===== src/rtl/rmcp_multi_bw.sv =====
// rmcp_multi_bw: cyclic-prefix remover with run-time FFT size / CP length, window advance,
// ival stalling, symbol framing and mid-frame resynchronisation.
module rmcp_multi_bw #(
    parameter int pDAT_W    = 12,
    parameter int pNFFT_MAX = 1024,
    parameter int pCP_MAX   = 32,
    parameter int pSB_NUM   = 50,
    parameter int pFC_W     = 7
) (
    input  logic              clk,
    input  logic              rst,
    input  logic              isop,
    input  logic              ival,
    input  logic [pDAT_W-1:0] in_real_data,
    input  logic [pDAT_W-1:0] in_imag_data,
    input  logic [2:0]        index_bw,
    input  logic [5:0]        cp_shift,
    output logic              osop,
    output logic              oeop,
    output logic              oval,
    output logic [pDAT_W-1:0] out_real_data,
    output logic [pDAT_W-1:0] out_imag_data,
    output logic [pFC_W-1:0]  count_frame,
    output logic              oerr
);
    localparam int CW0 = $clog2(pNFFT_MAX + pCP_MAX);
    localparam int CW  = CW0 < 7 ? 7 : CW0;

    typedef enum logic [1:0] {IDLE, SKIP, PASS, TAIL} state_t;

    state_t           st_q, st_d;
    logic [CW-1:0]    n_q, cp_q, s_q, cnt_q;
    logic [CW-1:0]    n_c, cp_c, s_c, hd_c, pos_c, cnt_d, n_new, cp_new, sh_w;
    logic [pFC_W-1:0] sym_q, sym_c, sym_d, cf_q, cf_d;
    logic [1:0]       sel;
    logic             acc, resync, go, in_pass, emit, first, last, last_out;
    logic             oval_q, osop_q, oeop_q, oerr_q;
    logic [pDAT_W-1:0] re_q, im_q;

    // An accepted isop overrides the latched mode and position for its own sample,
    // so the restart takes effect in the same cycle.
    always_comb begin
        sel      = index_bw[2] ? 2'd0 : index_bw[1:0];
        n_new    = CW'(pNFFT_MAX >> sel);
        cp_new   = CW'(pCP_MAX >> sel);
        sh_w     = CW'(cp_shift);
        acc      = isop & ival;
        resync   = acc & (st_q != IDLE);
        go       = ival & (isop | (st_q != IDLE));
        n_c      = acc ? n_new : n_q;
        cp_c     = acc ? cp_new : cp_q;
        s_c      = acc ? (sh_w > cp_new ? cp_new : sh_w) : s_q;
        hd_c     = cp_c - s_c;
        pos_c    = acc ? '0 : cnt_q;
        sym_c    = acc ? '0 : sym_q;
        in_pass  = acc ? (hd_c == '0) : (st_q == PASS);
        emit     = go & in_pass & ~resync;
        first    = pos_c == hd_c;
        last_out = pos_c == hd_c + n_c - CW'(1);
        last     = pos_c == cp_c + n_c - CW'(1);
        cnt_d    = last ? '0 : pos_c + CW'(1);
        sym_d    = last ? sym_c + pFC_W'(1) : sym_c;
        st_d     = (last && sym_c == pFC_W'(pSB_NUM - 1)) ? IDLE :
                   cnt_d < hd_c ? SKIP : cnt_d < hd_c + n_c ? PASS : TAIL;
        cf_d     = acc ? '0 : (emit & first) ? sym_c : (st_q == IDLE) ? '0 : cf_q;
    end

    always_ff @(posedge clk or negedge rst) begin
        if (!rst) begin
            st_q   <= IDLE;
            n_q    <= '0;
            cp_q   <= '0;
            s_q    <= '0;
            cnt_q  <= '0;
            sym_q  <= '0;
            cf_q   <= '0;
            oval_q <= 1'b0;
            osop_q <= 1'b0;
            oeop_q <= 1'b0;
            oerr_q <= 1'b0;
            re_q   <= '0;
            im_q   <= '0;
        end else begin
            if (acc) begin
                n_q  <= n_new;
                cp_q <= cp_new;
                s_q  <= s_c;
            end
            if (go) begin
                st_q  <= st_d;
                cnt_q <= cnt_d;
                sym_q <= sym_d;
            end
            if (emit) begin
                re_q <= in_real_data;
                im_q <= in_imag_data;
            end
            cf_q   <= cf_d;
            oval_q <= emit;
            osop_q <= emit & first;
            oeop_q <= emit & last_out;
            oerr_q <= resync;
        end
    end

    assign oval          = oval_q;
    assign osop          = osop_q;
    assign oeop          = oeop_q;
    assign oerr          = oerr_q;
    assign out_real_data = re_q;
    assign out_imag_data = im_q;
    assign count_frame   = cf_q;
endmodule


===== config.mk =====
export PLATFORM = sky130hd
export DESIGN_NAME = rmcp_multi_bw
export DESIGN_NICKNAME = d
export VERILOG_FILES = /design/src/rtl/rmcp_multi_bw.sv
export SDC_FILE = /design/constraint.sdc
export NUM_CORES = 1
export LEC_CHECK = 0
export ABC_AREA = 1
export CORE_MARGIN = 2
export CORE_UTILIZATION = 40
export CTS_BUF_LIST = sky130_fd_sc_hd__clkbuf_2 sky130_fd_sc_hd__clkbuf_4 sky130_fd_sc_hd__clkbuf_8
export DETAILED_ROUTE_END_ITERATION = 10
export GPL_TIMING_DRIVEN = 0
export HOLD_SLACK_MARGIN = 0.1
export MAX_ROUTING_LAYER = met4
export PLACE_DENSITY = 0.6
export RECOVER_POWER = 50
export SYNTH_ARGS = -nofsm -noshare
export SYNTH_HDL_FRONTEND = slang
export SYNTH_SLANG_ARGS = --single-unit

===== constraint.sdc =====
create_clock -name clk -period 4.4 [get_ports clk]
set_input_delay 0.44 -clock clk [delete_from_list [all_inputs] [get_ports clk]]
set_output_delay 0.44 -clock clk [all_outputs]
set_load 0.01 [all_outputs]

==> flow_metrics.env <==
export IMPL_power_density_mw_per_mm2=347.3
export IMPL_hpwl_um=14070
export IMPL_seqCellArea_mm2=0.002202
export IMPL_portBuffers=71
export IMPL_synth_edff_count=0
export IMPL_synth_seq_cells=88
export IMPL_crit_top_cell="nand2_1"
export IMPL_track_usage=0.2191
export IMPL_design_core_area_mm2=0.01658
export IMPL_grt_pass1_wl_um=30090
export IMPL_start_kind="input pin"
export IMPL_multi_input_area_mm2=0.004573
export IMPL_violations="max-capacitance violations, max-slew violations, negative setup slack"
export IMPL_htree_levels=3
export IMPL_cp_end_kind="flip-flop"
export IMPL_wl_um=18830
export IMPL_syn_nets=1078
export IMPL_cts_tree="done"
export IMPL_worst_pin_slew_ns=1.659
export IMPL_clk_latency_ns=0.40
export IMPL_drt_iter0_drc=319
export IMPL_worst_slack_ns=-0.6139
export IMPL_postRouteAntennaNets=0
export IMPL_cts_sinks=88
export IMPL_hold_viol_final=0
export IMPL_drt_first_pass_iters=5
export IMPL_slew_viol_final=68
export IMPL_max_freq_mhz=199.4
export IMPL_antenna_cells=0
export IMPL_fill_cells=1611
export IMPL_cts_root_buf="clkbuf_8"
export IMPL_syn_avg_cell_area_um2=6.980
export IMPL_fp_dieArea_mm2=0.01800
export IMPL_syn_area_mm2=0.006778
export IMPL_grt_overflow=0
export IMPL_drv_cap=1
export IMPL_hp_class="in2reg"
export IMPL_rows=47
export IMPL_yosysWarnings=0
export IMPL_drive_gt1_frac=0.2075
export IMPL_status="finished, violations left"
export IMPL_relSlewSlack=-0.1061
export IMPL_synthCells=971
export IMPL_ios=72
export IMPL_ir_worst_vdd_mv=0.1945
export IMPL_nets=1215
export IMPL_crit_type="in2reg"
export IMPL_max_stage_delay_ns=0.50
export IMPL_die_h_um=134.2
export IMPL_setup_viol=3
export IMPL_gp_congestion=0.9044
export IMPL_fp_dieW_um=134.2
export IMPL_fin_cells=1333
export IMPL_synth_cell_types=42
export IMPL_seq_area_frac_synth=0.3249
export IMPL_path_max_fanout=8
export IMPL_grt_pass1_vias=6089
export IMPL_clkTransAtPathRegs_ns=0.09
export IMPL_cts_inserted_buffers=9
export IMPL_vias=6391
export IMPL_via_per_inst=4.794
export IMPL_skew_ns=0.01429
export IMPL_fin_crit_sh=1.140
export IMPL_p_leak_nw=4.966
export IMPL_critPathSlowestCell="or4_4"
export IMPL_grt_max_degree=68
export IMPL_rsz0062_at_grt="true"
export IMPL_antenna_found_initial=0
export IMPL_clock_path_buffers=2
export IMPL_area_growth_pct=35.54
export IMPL_cp_required_ns=4.73
export IMPL_drc=0
export IMPL_arrival_ns=5.35
export IMPL_ys_flop_type="dfrtp_1"
export IMPL_start_util=0.4087
export IMPL_period_needed_ns=5.014
export IMPL_wl_per_cell_um=14.12
export IMPL_place_inst=1263
export IMPL_hold_slack_ns=0.2400
export IMPL_detailedPlace_worstSlack_ns=-2.108
export IMPL_async_flop_share=1.000
sequential cells by signal, indices dropped and copies added (netlist names):
register and count:
oval 1, cnt_q 11, cp_q 11, st_q 2
n_q 11, s_q 11, sym_q 7, out_imag_data 12
oeop 1, osop 1, count_frame 7, oerr 1
out_real_data 12
critical path, delay by kind of cell:
family	cells	cell delay, ns
simple gates	23	2.27
fa+ha+maj	4	1.11
compound gates	4	0.63
xor+xnor	3	0.60
buf+inv	4	0.32
logic make-up (layout without fill, tap and decap cells):
kind of cell | count (synthesis) | count (layout) | share of synthesized area
adders and majority gates | 70 | 70 | 0.1325
buffers and inverters | 194 | 336 | 0.1130
AOI/OAI and AO/OA | 79 | 79 | 0.06683
xor gates and xnor gates | 37 | 37 | 0.05095
and+or+nand+nor | 503 | 503 | 0.3118
DFF | 88 | 88 | 0.3249
layout by cell type, fill, tap and decap left out, drive strengths merged:
cell type,count
nand2,326
nand3,54
nor2,71
a211oi,2
xnor2,7
dlygate4sd2,4
fa,3
nand4,19
dfrtp,88
a21oi,33
o221ai,1
buf,58
o221a,1
and2,1
o21a,1
a31oi,6
nand3b,11
o21ai,27
nor4,1
inv,182
clkinv,4
or4,1
nor3,12
o41ai,1
dlygate4sd3,1
o21bai,4
or2,7
ha,67
clkdlybuf4s50,61
clkdlybuf4s25,1
a21o,2
a21boi,1
xor2,29
xnor3,1
clkbuf,25
worst paths after layout:
path                                              startpoint  slack, ns                       endpoint  cells past startpoint
worst max-delay path                             index_bw[2]      -0.61            st_q[0]$_DFFE_PN0P_                     38
worst min-delay path                                    ival       0.24            st_q[1]$_DFFE_PN0P_                      2
worst max register to register            s_q[0]$_DFFE_PN0P_       0.27                 oeop$_DFF_PN0_                     28
worst min register to register  out_imag_data[0]$_DFFE_PN0P_       0.47   out_imag_data[0]$_DFFE_PN0P_                      2
max in group asynchronous                                rst       1.39              cp_q[1]$_DFF_PN0_                      3
min in group asynchronous                                rst       0.79  out_imag_data[10]$_DFFE_PN0P_                      2
power by group:
| part | internal (mW) | switching, mW |
|---|---|---|
| Clock | 0.222 | 0.353 |
| Combinational | 0.732 | 0.920 |
| Sequential | 0.907 | 0.0555 |
| Total | 1.86 | 1.33 |
synth_stat cells, types with 2 or more instances:
library cell,count,share of area
nand2_2,6,0.0055
or2_2,6,0.0055
a31oi_1,6,0.0055
buf_6,3,0.0050
buf_1,2,0.0011
buf_2,3,0.0022
inv_2,5,0.0028
dfrtp_1,88,0.32
inv_1,172,0.095
clkbuf_1,5,0.0028
a211oi_1,2,0.0022
o21ai_1,3,0.0022
nand4_1,19,0.018
fa_1,3,0.0089
nand3b_1,11,0.012
buf_4,2,0.0022
nor2_2,2,0.0018
xnor2_1,6,0.0078
o21ai_0,24,0.018
a21oi_1,33,0.024
nand3_1,54,0.040
ha_1,67,0.12
nor3_1,12,0.0089
xor2_1,29,0.037
o21bai_1,4,0.0044
nand2_1,319,0.18
a21o_1,2,0.0022
nor2_1,69,0.038
layout make-up:
class                      instances  share of cell area
buffer                            13             0.01130
clock buffer                       9             0.01348
clock inverter                     7            0.007764
inverter                         179             0.07464
multi-input combinational        689              0.4978
sequential                        88              0.2397
tap                              220             0.02996
timing repair buffer             128              0.1253
layer usage:
layer	part of all wire	GRT usage	vias to the layer above	routed length, µm
met4	0.027	0.08070	0	505
met3	0.028	0.03061	27	527
met5	0	-	-	0
li1	-	-	3300	-
met1	0.47	0.2862	2973	8832
met2	0.48	0.3481	91	8959
metrics by stage:
step	util	area, µm²	power [mW]	TNS (ns)
6_report	0.5539	9186	3.190	-1.556
5_1_grt	0.5539	9186	3.457	-2.405
4_1_cts	0.5315	8813	3.086	-1.103
3_5_place_dp	0.4768	7906	2.309	-42.19
3_3_place_gp	0.4753	7881	2.287	-81.85
2_1_floorplan	-	6895	1.881	-0.7698
timing repair:
item	CTS	global route
endpoints found under the setup margin	51	36
gates resized for setup	122	75
hold buffers	1	0
setup buffers	34	21
gates cloned	0	0
pin swaps	52	71
endpoints found under the hold margin	21	0
Power figures use the tool's default switching activity.
